### config.mk
export PLATFORM = sky130hd
export DESIGN_NAME = fd_insn_buffer
export DESIGN_NICKNAME = d
export VERILOG_FILES = /design/src/rtl/fd_insn_buffer.sv
export SDC_FILE = /design/constraint.sdc
export NUM_CORES = 1
export LEC_CHECK = 0
export CAP_MARGIN = 20
export CORE_MARGIN = 10
export CORE_UTILIZATION = 35
export CTS_CLUSTER_DIAMETER = 100
export DETAILED_ROUTE_END_ITERATION = 8
export SLEW_MARGIN = 5
export SYNTH_ARGS = -nofsm -noshare
export SYNTH_HDL_FRONTEND = slang
export SYNTH_SLANG_ARGS = --single-unit
### constraint.sdc
create_clock -name clock -period 1.65 [get_ports clock]
set_input_delay 0.33 -clock clock [delete_from_list [all_inputs] [get_ports clock]]
set_output_delay 0.33 -clock clock [all_outputs]
set_load 0.01 [all_outputs]
### src/rtl/fd_insn_buffer.sv
`default_nettype none
// ============================================================================
//  Module   : fd_insn_buffer
//  Brief    : Two-entry fetch/decode skid buffer holding {pc, insn} pairs,
//             with valid/ready handshake, branch flush and decode-field split.
//  Revision : 1.0 - initial release
// ============================================================================
module fd_insn_buffer #(
  parameter int          PC_WIDTH = 32,
  parameter logic [31:0] NOP_INSN = 32'h0
) (
  input  logic                clock,
  input  logic                reset,
  input  logic                in_valid,
  output logic                in_ready,
  input  logic [PC_WIDTH-1:0] in_pc,
  input  logic [31:0]         in_insn,
  input  logic                flush,
  input  logic                out_ready,
  output logic                out_valid,
  output logic [PC_WIDTH-1:0] out_pc,
  output logic [31:0]         out_insn,
  output logic [4:0]          out_opcode,
  output logic [4:0]          out_rd,
  output logic [4:0]          out_rs,
  output logic [4:0]          out_rt,
  output logic [16:0]         out_imm17,
  output logic [26:0]         out_tgt27,
  output logic [1:0]          count
);

  localparam logic [1:0] c_empty = 2'd0;
  localparam logic [1:0] c_one   = 2'd1;
  localparam logic [1:0] c_full  = 2'd2;

  logic [PC_WIDTH-1:0] r_head_pc;
  logic [31:0]         r_head_insn;
  logic [PC_WIDTH-1:0] r_tail_pc;
  logic [31:0]         r_tail_insn;
  logic [1:0]          r_count;

  logic w_push;
  logic w_pop;

  // Handshake qualifiers; in_ready comes only from registered occupancy so
  // there is no combinational path from decode back to fetch.
  always_comb begin
    in_ready  = (r_count != c_full);
    out_valid = (r_count != c_empty);
    w_push    = in_valid & in_ready & ~flush;
    w_pop     = out_valid & out_ready;
  end

  // Occupancy and entry storage; head always holds the oldest entry.
  always_ff @(posedge clock) begin
    if (reset) begin
      r_count     <= c_empty;
      r_head_pc   <= '0;
      r_head_insn <= NOP_INSN;
      r_tail_pc   <= '0;
      r_tail_insn <= NOP_INSN;
    end else if (flush) begin
      // Stored data is left as-is: it is masked at the outputs once empty.
      r_count <= c_empty;
    end else begin
      case (r_count)
        c_empty: begin
          if (w_push) begin
            r_head_pc   <= in_pc;
            r_head_insn <= in_insn;
            r_count     <= c_one;
          end
        end
        c_one: begin
          if (w_push && !w_pop) begin
            r_tail_pc   <= in_pc;
            r_tail_insn <= in_insn;
            r_count     <= c_full;
          end else if (w_push && w_pop) begin
            r_head_pc   <= in_pc;
            r_head_insn <= in_insn;
          end else if (w_pop) begin
            r_count <= c_empty;
          end
        end
        c_full: begin
          // in_ready is low here, so only a pop can occur.
          if (w_pop) begin
            r_head_pc   <= r_tail_pc;
            r_head_insn <= r_tail_insn;
            r_count     <= c_one;
          end
        end
        default: r_count <= c_empty;
      endcase
    end
  end

  // Head presentation; an empty buffer shows a NOP at pc 0 so downstream
  // field decode and sign extension see benign values.
  always_comb begin
    count      = r_count;
    out_pc     = out_valid ? r_head_pc   : '0;
    out_insn   = out_valid ? r_head_insn : NOP_INSN;
    out_opcode = out_insn[31:27];
    out_rd     = out_insn[26:22];
    out_rs     = out_insn[21:17];
    out_rt     = out_insn[16:12];
    out_imm17  = out_insn[16:0];
    out_tgt27  = out_insn[26:0];
  end

endmodule
`default_nettype wire

==> flow_results.org <==
** Layout
- Diode insertion count for antenna repair :: 0
- At the end of the flow the core is filled with cells to 51.78%.
- The post-route netlist has 37.31% of its cells at a drive strength greater than 1.
- Registers take 2605 um^2.
- The filler cells instantiated in the layout total 1846.
- Area of the multi-input gates :: 4071 um^2
- Relative to the synthesized area, the layout overhead comes to 45.63%.
- Number of nets in the layout :: 1021
- Summed area of non-filler cells in the final layout :: 10480 um^2

** Setup path
- R2R depth :: 6
- Nature of the critical path endpoint :: primary output
- Most numerous cell on the critical path :: buf_12
- Startpoint-to-endpoint class of the critical path :: flip-flop to primary output
- Worst reg2reg startpoint :: count[1]$_SDFFE_PP0P_
- FF-to-FF setup slack :: 60 ps
- In this run the critical register-to-register path is captured at r_head_pc[29]$_SDFFE_PP0P_.
- Required time worst endpoint :: 1320 ps
- The largest single stage delay on the critical path is roughly 330 ps.
- Among all stages on the critical path, the largest delay is contributed by dfxtp_2.
- CP Cell Sequence :: nor2_4 > buf_12 > buf_12 > clkbuf_16 > nor2b_1 > buf_2
- The worst setup path is launched from a flip-flop.
- In this run the worst path has a maximum fanout of 9.
- CP Data Arrival Time :: 1520 ps

** Placed design
- RePlAce Congestion :: 0.7551
- Input and output buffers added on the ports amount to 200.
- Detail Placement HPWL :: 13.50 mm
- Once placement finished, the instance area stood at 9203 um^2.

** Flow run
- Maximum capacitance violations :: 0

** Synthesis
- Cell with the most instances after synthesis :: dfxtp_1
- Most frequently used flop master after synthesis :: dfxtp_1
- Largest cells by area after synthesis :: dfxtp_1 36%, o41ai_2 13%, nor2b_1 11%, mux2i_1 8.9%, buf_4 8.3%
- Average instance area after synthesis :: 8.971 um^2
- The netlist uses 23 different library cells.
- When the netlist entered floorplanning its net count stood at 871.
- Sequential share of the synthesized area :: 36.17%
- The largest total area in the synthesized netlist belongs to dfxtp_1.
- Flop and latch count out of synthesis :: 130
- The top cell type by area accounts for a little over a third of the synthesized area.
- Of all flip-flops after synthesis, the portion carrying an async set or reset was 0%.
- Area of the mapped netlist :: 7194 um^2
- Number of flops mapped to enable cells by yosys :: 0
- Mapped Cells :: about 800
- Yosys printed 0 warnings.
- Most used standard cells in the synthesized netlist :: 130 x dfxtp_1, 129 x nand2_1, 129 x nor2b_1

** Die
- Measured along the y axis, the die boundary spans 163.4 um.
- Std-Cell Core Area :: 20230 um^2
- Total die area :: approximately 27000 um^2
- Die outline width :: ~160 um
- 201 I/O pins were placed.
- For this configuration, the core starts out at a cell density of 35.56%.
- Row count :: 52

** GRT
- Largest net degree at the start of global routing :: 99
- For this run, the total global-route usage over all layers was measured as between 10% and 20%.
- The initial antenna violation count is 0.
- The via count of the first global-routing pass came to approximately 6000.
- Grt total ovfl :: 0
- The first global-routing pass estimated 33.40 mm of wire.

** Detailed routing
- Total vias in the final route :: 6026
- Once detail routing completed, the nets flagged for antenna violations numbered 0.
- The pre-antenna-repair detailed-routing pass consisted of 4 iterations.
- Per-cell routed wire length :: around 18 um
- In this run, the number of DRC markers left after iteration 0 of detailed routing was 280.
- In the routed design, unresolved DRC markers number 0.
- After detailed routing, the number of vias per cell comes to 4.879.
- Total wirelength of the detailed-routed design :: between 20 and 25 mm

** CTS
- The clock reaches the later pin of the worst-skew pair after 410 ps.
- Clock tree synthesis inserted a total of 17 buffers.
- Counting along the longest clock path gives a buffer depth of 2.
- CTS placed an instance of clkbuf_16 at the clock tree root.
- The H-tree was split into 4 levels.
- Clock transition at the register clock pins on the worst setup and hold paths after CTS :: 60 ps
- CTS saw 130 sinks.
- TritonCTS clock tree :: done

** Timing
- Highest clock rate :: ~540 MHz
- Counting I/O delays and the setup requirement, the final critical path takes 1849 ps.
- Setup slack after layout :: -198.6 ps
- The count of endpoints failing hold in the final timing report is 0.
- Hold slack :: 330.0 ps
- Share of the clock period used by the worst path after layout :: 112.0%
- Final setup viols :: about 130
- RSZ-0062 raised after global routing :: yes
- Slew at the pin closest to its max-slew limit :: slightly below 600 ps
- The number of slew-limit violations in the final report came to 0.
- Measured against its own limit, the worst slew margin works out to 61.46%.
- Clock skew after layout :: 4.599 ps

** Power and ir drop
- Net switching is about 26% of the power.
- Switch Pwr :: 2.108 mW
- The share of total power dissipated in the clock network is roughly 46%.
- Cell internal power was estimated by the tool at 6.152 mW.
- In this run, the combinational gates consume 14.6% of the power.
- Ratio of total power to cell area :: 788.3 nW/um^2
- Of the total power, registers draw 39.7%.
- Leak :: between 4 and 5 nW
- IR analysis of the VDD net gives a maximum drop of 660.4 uV.

** Worst hold path
- In this run the most critical hold path is launched from reset.
- Worst hold path cell count :: 2
- The worst hold path terminates at r_tail_insn[23]$_SDFFE_PP0P_.
- Path class of the lowest-slack min-delay path :: primary input to flip-flop

** Run status
- Violations in the final reports :: setup timing
- Result of the run :: finished, violations left
-- power by group through the flow --
stage          sequential [mW]  clock (mW)  combinational [mW]
4_1_cts                   3.28        3.85                1.11
6_report                  3.28        3.77                1.21
5_1_grt                   3.29        3.99                1.30
3_3_place_gp              3.35           0               0.968
3_5_place_dp              3.34           0               0.976
2_1_floorplan             3.33           0               0.558
-- final cells by class --
class / count / area share (%)
Clock buffer: 20 / 4.359
Clock inverter: 12 / 1.266
Inverter: 1 / 0.03583
Multi-Input combinational cell: 529 / 38.86
Sequential cell: 130 / 24.86
Tap cell: 270 / 3.224
Timing Repair Buffer: 273 / 27.39
-- registers in the layout, summed over array words and instances, names as in the netlist --
signal	cells
count	2
r_head_pc	32
r_tail_pc	32
r_tail_insn	32
r_head_insn	32
-- kinds of logic (layout without fill, tap and decap cells) --
group	after synthesis	after routing	synth area share [%]
compound gates	196	196	22.90
buf+inv	143	306	13.13
flops	130	130	36.17
mux	64	64	8.904
simple gates	269	269	18.89
-- per-stage QoR --
| stage | setup slack [ps] | power, mW | instances | setup TNS (ps) |
|---|---|---|---|---|
| 4_1_cts | -278.8 | 8.239 | 1225 | -20990 |
| 5_1_grt | -258.2 | 8.580 | 1235 | -23610 |
| 3_5_place_dp | -406.5 | 4.320 | 1175 | -45340 |
| 3_3_place_gp | -319.6 | 4.314 | 1175 | -40850 |
| 6_report | -198.6 | 8.259 | 1235 | -15840 |
| 2_1_floorplan | -91.09 | 3.887 | 802 | -2557 |
-- worst max-delay path by stage --
stage | cells past startpoint | slack (ps) | end | from
6_report | 6 | -200 | out_pc[23] | count[0]$_SDFFE_PP0P_
5_1_grt | 6 | -260 | out_pc[4] | count[1]$_SDFFE_PP0P_
4_1_cts | 7 | -280 | out_opcode[3] | count[0]$_SDFFE_PP0P_
3_5_place_dp | 5 | -410 | r_head_pc[31]$_SDFFE_PP0P_ | in_valid
3_3_place_gp | 6 | -320 | r_tail_pc[12]$_SDFFE_PP0P_ | out_ready
2_1_floorplan | 5 | -90 | out_insn[15] | count[0]$_SDFFE_PP0P_
-- cell usage in the layout (no fill, tap or decap), types with 2 or more instances in the layout --
cell type / n
mux2i_1: 64
clkinvlp_4: 6
buf_6: 88
buf_2: 54
clkinv_2: 2
nor2b_2: 8
clkdlybuf4s50_1: 66
dfxtp_2: 2
buf_4: 31
dfxtp_1: 128
o41ai_1: 4
buf_12: 21
dlygate4sd2_1: 2
nor2b_1: 83
clkbuf_16: 22
a21oi_1: 65
nand2b_4: 2
nand2_1: 129
nor3_1: 2
nor2b_4: 38
o41ai_2: 59
o21ai_1: 55
bufinv_16: 2
buf_16: 5
o21ai_2: 9
nor2_1: 2
clkbuf_8: 2
-- routing by layer --
layer / GRT usage (%) / up-vias / part of all wire [%]
met2: 26.59 / 140 / 50
li1: - / 2999 / -
met4: 4.467 / 0 / 1.3
met5: 0 / - / 0
met3: 3.901 / 19 / 5.6
met1: 18.67 / 2868 / 43
-- worst max-delay path, delay by kind of cell, from the launching register on --
family | cells | cell delay, ps
flops | 1 | 330
buf+inv | 4 | 590
simple gates | 2 | 180
-- what timing repair did --
item,CTS,global route
resized for setup,605,113
hold buffers,0,0
setup buffers,13,7
pin swaps,1,0
endpoints found under the setup margin,173,226
gates cloned,5,5
No activity file was read; power rests on OpenSTA's default activity.
